$ cat src/rtl/rr_grant_arbiter_if.sv
// Grant handshake bundle between requesting lanes and the round-robin arbiter.
// The master modport is the arbiter side; the slave modport is the requester/consumer side.
interface rr_grant_arbiter_if #(
  parameter int NUM_REQ = 8,
  parameter int IDX_W   = $clog2(NUM_REQ)
);
  logic [NUM_REQ-1:0] req;
  logic [NUM_REQ-1:0] gnt;
  logic               gnt_valid;
  logic [IDX_W-1:0]   gnt_idx;
  logic               gnt_ack;

  modport master (
    input  req,
    input  gnt_ack,
    output gnt,
    output gnt_valid,
    output gnt_idx
  );

  modport slave (
    output req,
    output gnt_ack,
    input  gnt,
    input  gnt_valid,
    input  gnt_idx
  );
endinterface

$ cat src/rtl/rr_grant_arbiter.sv
// Registered work-conserving round-robin arbiter: grant 1 cycle after req, back-to-back on ack.
// A held grant stays stable until acked or its own request drops (abort, 1-cycle bubble).

module ppc_unit #(
  parameter int N = 8
) (
  input  logic [N-1:0] i_onehot,
  output logic [N-1:0] o_therm
);
  logic w_acc;

  // Prefix OR: every bit at or above the set pointer bit becomes 1.
  always_comb begin
    o_therm = '0;
    w_acc   = 1'b0;
    for (int i = 0; i < N; i++) begin
      w_acc      = w_acc | i_onehot[i];
      o_therm[i] = w_acc;
    end
  end
endmodule

module rr_grant_arbiter #(
  parameter int NUM_REQ = 8,
  parameter int IDX_W   = $clog2(NUM_REQ)
) (
  input  logic                clk,
  input  logic                reset,
  rr_grant_arbiter_if.master  arb
);
  typedef enum logic {
    IDLE,
    HOLD
  } state_t;

  localparam logic [IDX_W-1:0] LAST_IDX = IDX_W'(NUM_REQ - 1);

  state_t             r_state;
  state_t             w_state_nxt;
  logic [IDX_W-1:0]   r_ptr;
  logic [IDX_W-1:0]   w_ptr_nxt;
  logic [NUM_REQ-1:0] r_gnt;
  logic [NUM_REQ-1:0] w_gnt_nxt;
  logic [IDX_W-1:0]   r_gnt_idx;
  logic [IDX_W-1:0]   w_gnt_idx_nxt;
  logic               r_gnt_valid;
  logic               w_gnt_valid_nxt;

  logic               w_accept;
  logic [IDX_W-1:0]   w_ptr_inc;
  logic [IDX_W-1:0]   w_sel_ptr;
  logic [NUM_REQ-1:0] w_sel_req;
  logic [NUM_REQ-1:0] w_ptr_onehot;
  logic [NUM_REQ-1:0] w_mask;
  logic [NUM_REQ-1:0] w_hi;
  logic [IDX_W-1:0]   w_winner;
  logic [NUM_REQ-1:0] w_winner_oh;
  logic               w_any;
  logic               w_held_req;

  function automatic logic [IDX_W-1:0] lowest_idx(input logic [NUM_REQ-1:0] v);
    lowest_idx = '0;
    for (int i = NUM_REQ - 1; i >= 0; i--) begin
      if (v[i]) lowest_idx = IDX_W'(i);
    end
  endfunction

  assign w_accept   = (r_state == HOLD) && arb.gnt_ack;
  assign w_ptr_inc  = (r_gnt_idx == LAST_IDX) ? '0 : r_gnt_idx + IDX_W'(1);
  assign w_held_req = arb.req[r_gnt_idx];

  // On accept, re-arbitrate this cycle against the advanced pointer with the winner removed.
  assign w_sel_ptr    = w_accept ? w_ptr_inc : r_ptr;
  assign w_sel_req    = (r_state == HOLD) ? (arb.req & ~r_gnt) : arb.req;
  assign w_ptr_onehot = NUM_REQ'(1) << w_sel_ptr;

  ppc_unit #(
    .N(NUM_REQ)
  ) u_ppc (
    .i_onehot (w_ptr_onehot),
    .o_therm  (w_mask)
  );

  assign w_hi        = w_sel_req & w_mask;
  assign w_winner    = lowest_idx((|w_hi) ? w_hi : w_sel_req);
  assign w_winner_oh = NUM_REQ'(1) << w_winner;
  assign w_any       = |w_sel_req;

  always_comb begin
    w_state_nxt     = r_state;
    w_ptr_nxt       = r_ptr;
    w_gnt_nxt       = r_gnt;
    w_gnt_idx_nxt   = r_gnt_idx;
    w_gnt_valid_nxt = r_gnt_valid;
    case (r_state)
      IDLE: begin
        if (w_any) begin
          w_gnt_nxt       = w_winner_oh;
          w_gnt_idx_nxt   = w_winner;
          w_gnt_valid_nxt = 1'b1;
          w_state_nxt     = HOLD;
        end
      end
      HOLD: begin
        if (arb.gnt_ack) begin
          w_ptr_nxt = w_ptr_inc;
          if (w_any) begin
            w_gnt_nxt       = w_winner_oh;
            w_gnt_idx_nxt   = w_winner;
            w_gnt_valid_nxt = 1'b1;
          end else begin
            w_gnt_nxt       = '0;
            w_gnt_idx_nxt   = '0;
            w_gnt_valid_nxt = 1'b0;
            w_state_nxt     = IDLE;
          end
        end else if (!w_held_req) begin
          w_gnt_nxt       = '0;
          w_gnt_idx_nxt   = '0;
          w_gnt_valid_nxt = 1'b0;
          w_state_nxt     = IDLE;
        end
      end
      default: begin
        w_gnt_nxt       = '0;
        w_gnt_idx_nxt   = '0;
        w_gnt_valid_nxt = 1'b0;
        w_state_nxt     = IDLE;
      end
    endcase
  end

  always_ff @(posedge clk) begin
    if (reset) begin
      r_state     <= IDLE;
      r_ptr       <= '0;
      r_gnt       <= '0;
      r_gnt_idx   <= '0;
      r_gnt_valid <= 1'b0;
    end else begin
      r_state     <= w_state_nxt;
      r_ptr       <= w_ptr_nxt;
      r_gnt       <= w_gnt_nxt;
      r_gnt_idx   <= w_gnt_idx_nxt;
      r_gnt_valid <= w_gnt_valid_nxt;
    end
  end

  assign arb.gnt       = r_gnt;
  assign arb.gnt_idx   = r_gnt_idx;
  assign arb.gnt_valid = r_gnt_valid;
endmodule

$ cat src/flat_wrapper.sv
// flat-port wrapper written by rule: the top's interface ports become plain ports
module rr_grant_arbiter_flat 
#(
  parameter int NUM_REQ = 8,
  parameter int IDX_W   = $clog2(NUM_REQ)
)
  (clk, reset, arb_req, arb_gnt_ack, arb_gnt, arb_gnt_valid, arb_gnt_idx);
  rr_grant_arbiter_if #(.NUM_REQ(NUM_REQ), .IDX_W(IDX_W)) arb_i ();
  input  logic clk;
  input  logic reset;
  input wire logic [$bits(arb_i.req)-1:0] arb_req;
  input wire logic [$bits(arb_i.gnt_ack)-1:0] arb_gnt_ack;
  output wire logic [$bits(arb_i.gnt)-1:0] arb_gnt;
  output wire logic [$bits(arb_i.gnt_valid)-1:0] arb_gnt_valid;
  output wire logic [$bits(arb_i.gnt_idx)-1:0] arb_gnt_idx;
  assign arb_i.req = arb_req;
  assign arb_i.gnt_ack = arb_gnt_ack;
  assign arb_gnt = arb_i.gnt;
  assign arb_gnt_valid = arb_i.gnt_valid;
  assign arb_gnt_idx = arb_i.gnt_idx;
  rr_grant_arbiter #(.NUM_REQ(NUM_REQ), .IDX_W(IDX_W)) u_core (.clk(clk), .reset(reset), .arb(arb_i));
endmodule
$ cat config.mk
export PLATFORM = sky130hd
export DESIGN_NAME = rr_grant_arbiter_flat
export DESIGN_NICKNAME = d
export VERILOG_FILES = /design/src/rtl/rr_grant_arbiter_if.sv /design/src/rtl/rr_grant_arbiter.sv /design/src/flat_wrapper.sv
export SDC_FILE = /design/constraint.sdc
export NUM_CORES = 1
export LEC_CHECK = 0
export ABC_AREA = 1
export CAP_MARGIN = 20
export CORE_UTILIZATION = 45
export DETAILED_ROUTE_END_ITERATION = 10
export HOLD_SLACK_MARGIN = 0.12
export PLACE_DENSITY = 0.81
export SETUP_SLACK_MARGIN = 0.4
export SLEW_MARGIN = 0
export SYNTH_ARGS = -nofsm -noshare
export SYNTH_HDL_FRONTEND = slang
export SYNTH_SLANG_ARGS = --single-unit
$ cat constraint.sdc
create_clock -name clk -period 2.3 [get_ports clk]
set_input_delay 0.23 -clock clk [delete_from_list [all_inputs] [get_ports clk]]
set_output_delay 0.23 -clock clk [all_outputs]
set_load 0.01 [all_outputs]
==> summary.md <==
| Metric | Value |
|---|---|
| Outcome | finished with violations |
| Failing checks | negative setup slack |
| Crit path max-delay cell type | dfxtp_4 |
| Type of origin of the critical path | flop |
| M3 GR Usage | 0.0348 |
| Crit path DAT | 2.60 ns |
| Final setup fails | 9 |
| Max incr delay on CP | 0.36 ns |
| Synth unique cells | 25 |
| Synthesized area | 0.00114 mm^2 |
| WHS Endpoint | u_core.arb.gnt_valid$_SDFFE_PP0P_ |
| CP delay by family, top | simple AND/OR/NAND/NOR gates |
| Hold Vio Cnt, Final | 0 |
| Met2 GRT Util | 0.506 |
| # nets final | 232 |
| Final core occ | 0.815 |
| Kind of critical path | flop to flop |
| Max-Cap Viols | 0 |
| Max VDD drop | 433 uV |
| Clock Sinks | 16 |
| P_int | 0.557 mW |
| Gr usage total | 0.284 |
| DRC | 0 |
| Syn. warnings | 0 |
| Avg Inst Size Synth | 6.61 um^2 |
| Vias in the first global route | 1334 |
| Worst-case reg-to-reg path depth | 15 |
| Power Total | 0.887 mW |
| Vias per inst | 5.61 |
| Leading post-synthesis cells by cell area | dfxtp_1 28%, nand2_1 14%, a21oi_1 8.8% |
| Tmin final | 2.40 ns |
| CTS Buffer Depth | 2 |
| Chip width | 52.2 um |
| Htree depth | 1 |
| Sw Ratio | 0.372 |
| Flop pwr share | 0.354 |
| Die Area | 0.00273 mm^2 |
| Max-slew violations | 0 |
| M1 GR Usage | 0.365 |
| Yosys top cell by area | dfxtp_1 |
| Hpwl dp | 2580 um |
| DRT antenna net count | 0 |
| Clk_lat worst skew | 0.28 ns |
| Worst-Margin Slew | 0.676 ns |
| WP buf/inv | 1 |
| Placeable Area | 0.00230 mm^2 |
| First-pass GRT wire length | 5830 um |
| Pleak | 0.761 nW |
| Yosys reg bits | 16 |
| CP Data Required Time | 2.50 ns |
| Number of CTS-inserted buffers | 3 |
| Drt wl/cell | 15.9 um |
| Busiest grt layer | met2 |
| Post-Synthesis Cells | 172 |
| Net switching power | 0.330 mW |
| Syn_nets | 185 |
| Site row count | 17 |
| Gate power share | 0.438 |
| Layout area overhead | 64.8% |
| Gr ovfl total | 0 |
| Crit-path max FO | 7 |
| R2r endpoint | u_core.arb.gnt[1]$_SDFFE_PP0P_ |
| Setup_tns | -0.637 ns |
| Die Y | 52.2 um |
| Rel. slew slack | 0.548 |
| Drt first pass iters | 4 |
| Part of the power in the clock network | 0.208 |
| Min-Delay Startpoint | u_core.arb.gnt_valid$_SDFFE_PP0P_ |
| Initial detailed-routing violation count | 27 |
| Share of the synthesized area in the top cell type | 0.282 |
| Final Skew | 0.00526 ns |
| Max Fclk | 417 MHz |
| Starting Density | 0.495 |
| Post-synthesis sequential area ratio | 0.282 |
| PwrDens | 474 mW/mm^2 |
| Final worst slack | -0.0972 ns |
| Final Wtd Congestion | 0.904 |
| Most common cell after layout, fill and taps aside | nand2_1 |
| Via count | 1381 |
| Crit share post-route | 1.04 |
| Total wire length | 3900 um |
| Hold Slack | 0.481 ns |
| Reg-to-Reg Start | u_core.arb.gnt_idx[0]$_SDFFE_PP0P_ |
| Critical path, cell by cell | ha_4 > ha_4 > nand3_4 > nand2_8 > nand2_4 > nand3_2 > nand2_2 > nor2_4 > nand3_2 > nand2_2 > nor2_4 > buf_6 > o21ai_4 > nand4_1 > a21oi_1 |
| Diodes inserted | 0 |
| Initial antenna violation count | 0 |
| CTS tree | done |
| Layout cells sized above 1 | 0.454 |
| Endpoint type of the worst setup path | flop |
| Min-delay worst type | flop to flop |
| Hold-fix buffers, CTS | 0 |
| Largest net degree at the start of global routing | 17 |
| Commonest cells after routing, fill and taps aside | 34 x nand2_1, 22 x clkdlybuf4s50_1, 21 x buf_4 |
| Worst-path clk slew | 0.10 ns |
| Root Driver | clkbuf_4 |
| RSZ-0062 raised after global routing | true |
| WHS Path Cells | 2 |
| IO buf count | 22 |
| DP Worst Slack | -0.138 ns |
| R2r setup slk | -0.1 ns |
| I/O pin total | 23 |
timing repair:
item | 4_1_cts | 5_1_grt
cloned | 0 | 0
pin swaps | 29 | 24
buffers inserted | 6 | 3
endpoints found under the setup margin | 12 | 13
gates resized for setup | 20 | 27
state kept, by name, summed over array words and instances (netlist names):
signal / cells
u_core.arb.gnt: 8
u_core.arb.gnt_valid: 1
u_core.arb.gnt_idx: 3
u_core.r_ptr: 3
u_core.r_state: 1
worst max path at each step:
stage,start,slack (ns),cells past startpoint,to
after global routing,u_core.arb.gnt_idx[0]$_SDFFE_PP0P_,-0.21,16,u_core.arb.gnt[7]$_SDFFE_PP0P_
after detailed placement,arb_gnt_ack,-0.14,15,u_core.arb.gnt[1]$_SDFFE_PP0P_
final,u_core.arb.gnt_idx[0]$_SDFFE_PP0P_,-0.1,15,u_core.arb.gnt[1]$_SDFFE_PP0P_
after global placement,arb_gnt_ack,-0.08,15,u_core.arb.gnt[1]$_SDFFE_PP0P_
after floorplan,u_core.arb.gnt_idx[0]$_SDFFE_PP0P_,0.21,16,u_core.arb.gnt[7]$_SDFFE_PP0P_
after CTS,u_core.arb.gnt_idx[0]$_SDFFE_PP0P_,-0.02,15,u_core.arb.gnt[1]$_SDFFE_PP0P_
kinds of logic (layout without fill, tap and decap cells):
| group | count (synthesis) | count (layout) | share of synthesized area |
|---|---|---|---|
| buf+inv | 24 | 70 | 0.0826 |
| compound gates | 30 | 30 | 0.148 |
| flops | 16 | 16 | 0.282 |
| simple gates | 100 | 100 | 0.466 |
| fa+ha+maj | 2 | 2 | 0.0220 |
power by group through the flow:
stage	clock [mW]	sequential [mW]	combinational, mW
final	0.185	0.313	0.389
after floorplan	0	0.326	0.187
after CTS	0.184	0.312	0.343
after global placement	0	0.317	0.302
after global routing	0.195	0.315	0.415
after detailed placement	0	0.318	0.309
per-layer routing:
| layer | vias to the layer above | share of wire |
|---|---|---|
| met5 | - | 0 |
| met4 | 0 | 0.017 |
| met3 | 8 | 0.070 |
| met2 | 54 | 0.49 |
| met1 | 664 | 0.42 |
| li1 | 655 | - |
cells in the mapped netlist, drive strengths merged:
library cell  number
o21ai              5
nor3               1
clkbuf             3
nor4               1
a21oi             21
nand2             58
o211ai             2
nor2              15
a21o               1
ha                 2
inv               20
dfxtp             16
nand4              4
buf                1
nand3             21
a21boi             1
cell type report:
| cell class | count | area (um^2) |
|---|---|---|
| Fill cell | 146 | 425 |
| Tap cell | 28 | 35.0 |
| Clock buffer | 4 | 36.3 |
| Sequential cell | 16 | 327 |
| Timing Repair Buffer | 46 | 412 |
| Multi-Input combinational cell | 132 | 985 |
| Inverter | 20 | 77.6 |
tightest hold or removal path, cell delays in order, from the launching register on:
cell,delay [ns]
dfxtp_1,0.32
nand2_1,0.06
a21oi_1,0.06
per-stage QoR:
| step | instances | area, um^2 |
|---|---|---|
| 2_1_floorplan | 172 | 1220 |
| 3_3_place_gp | 233 | 1570 |
| 3_5_place_dp | 233 | 1570 |
| 4_1_cts | 243 | 1740 |
| 5_1_grt | 246 | 1870 |
| 6_report | 246 | 1870 |
No activity file was read; power rests on OpenSTA's default activity.
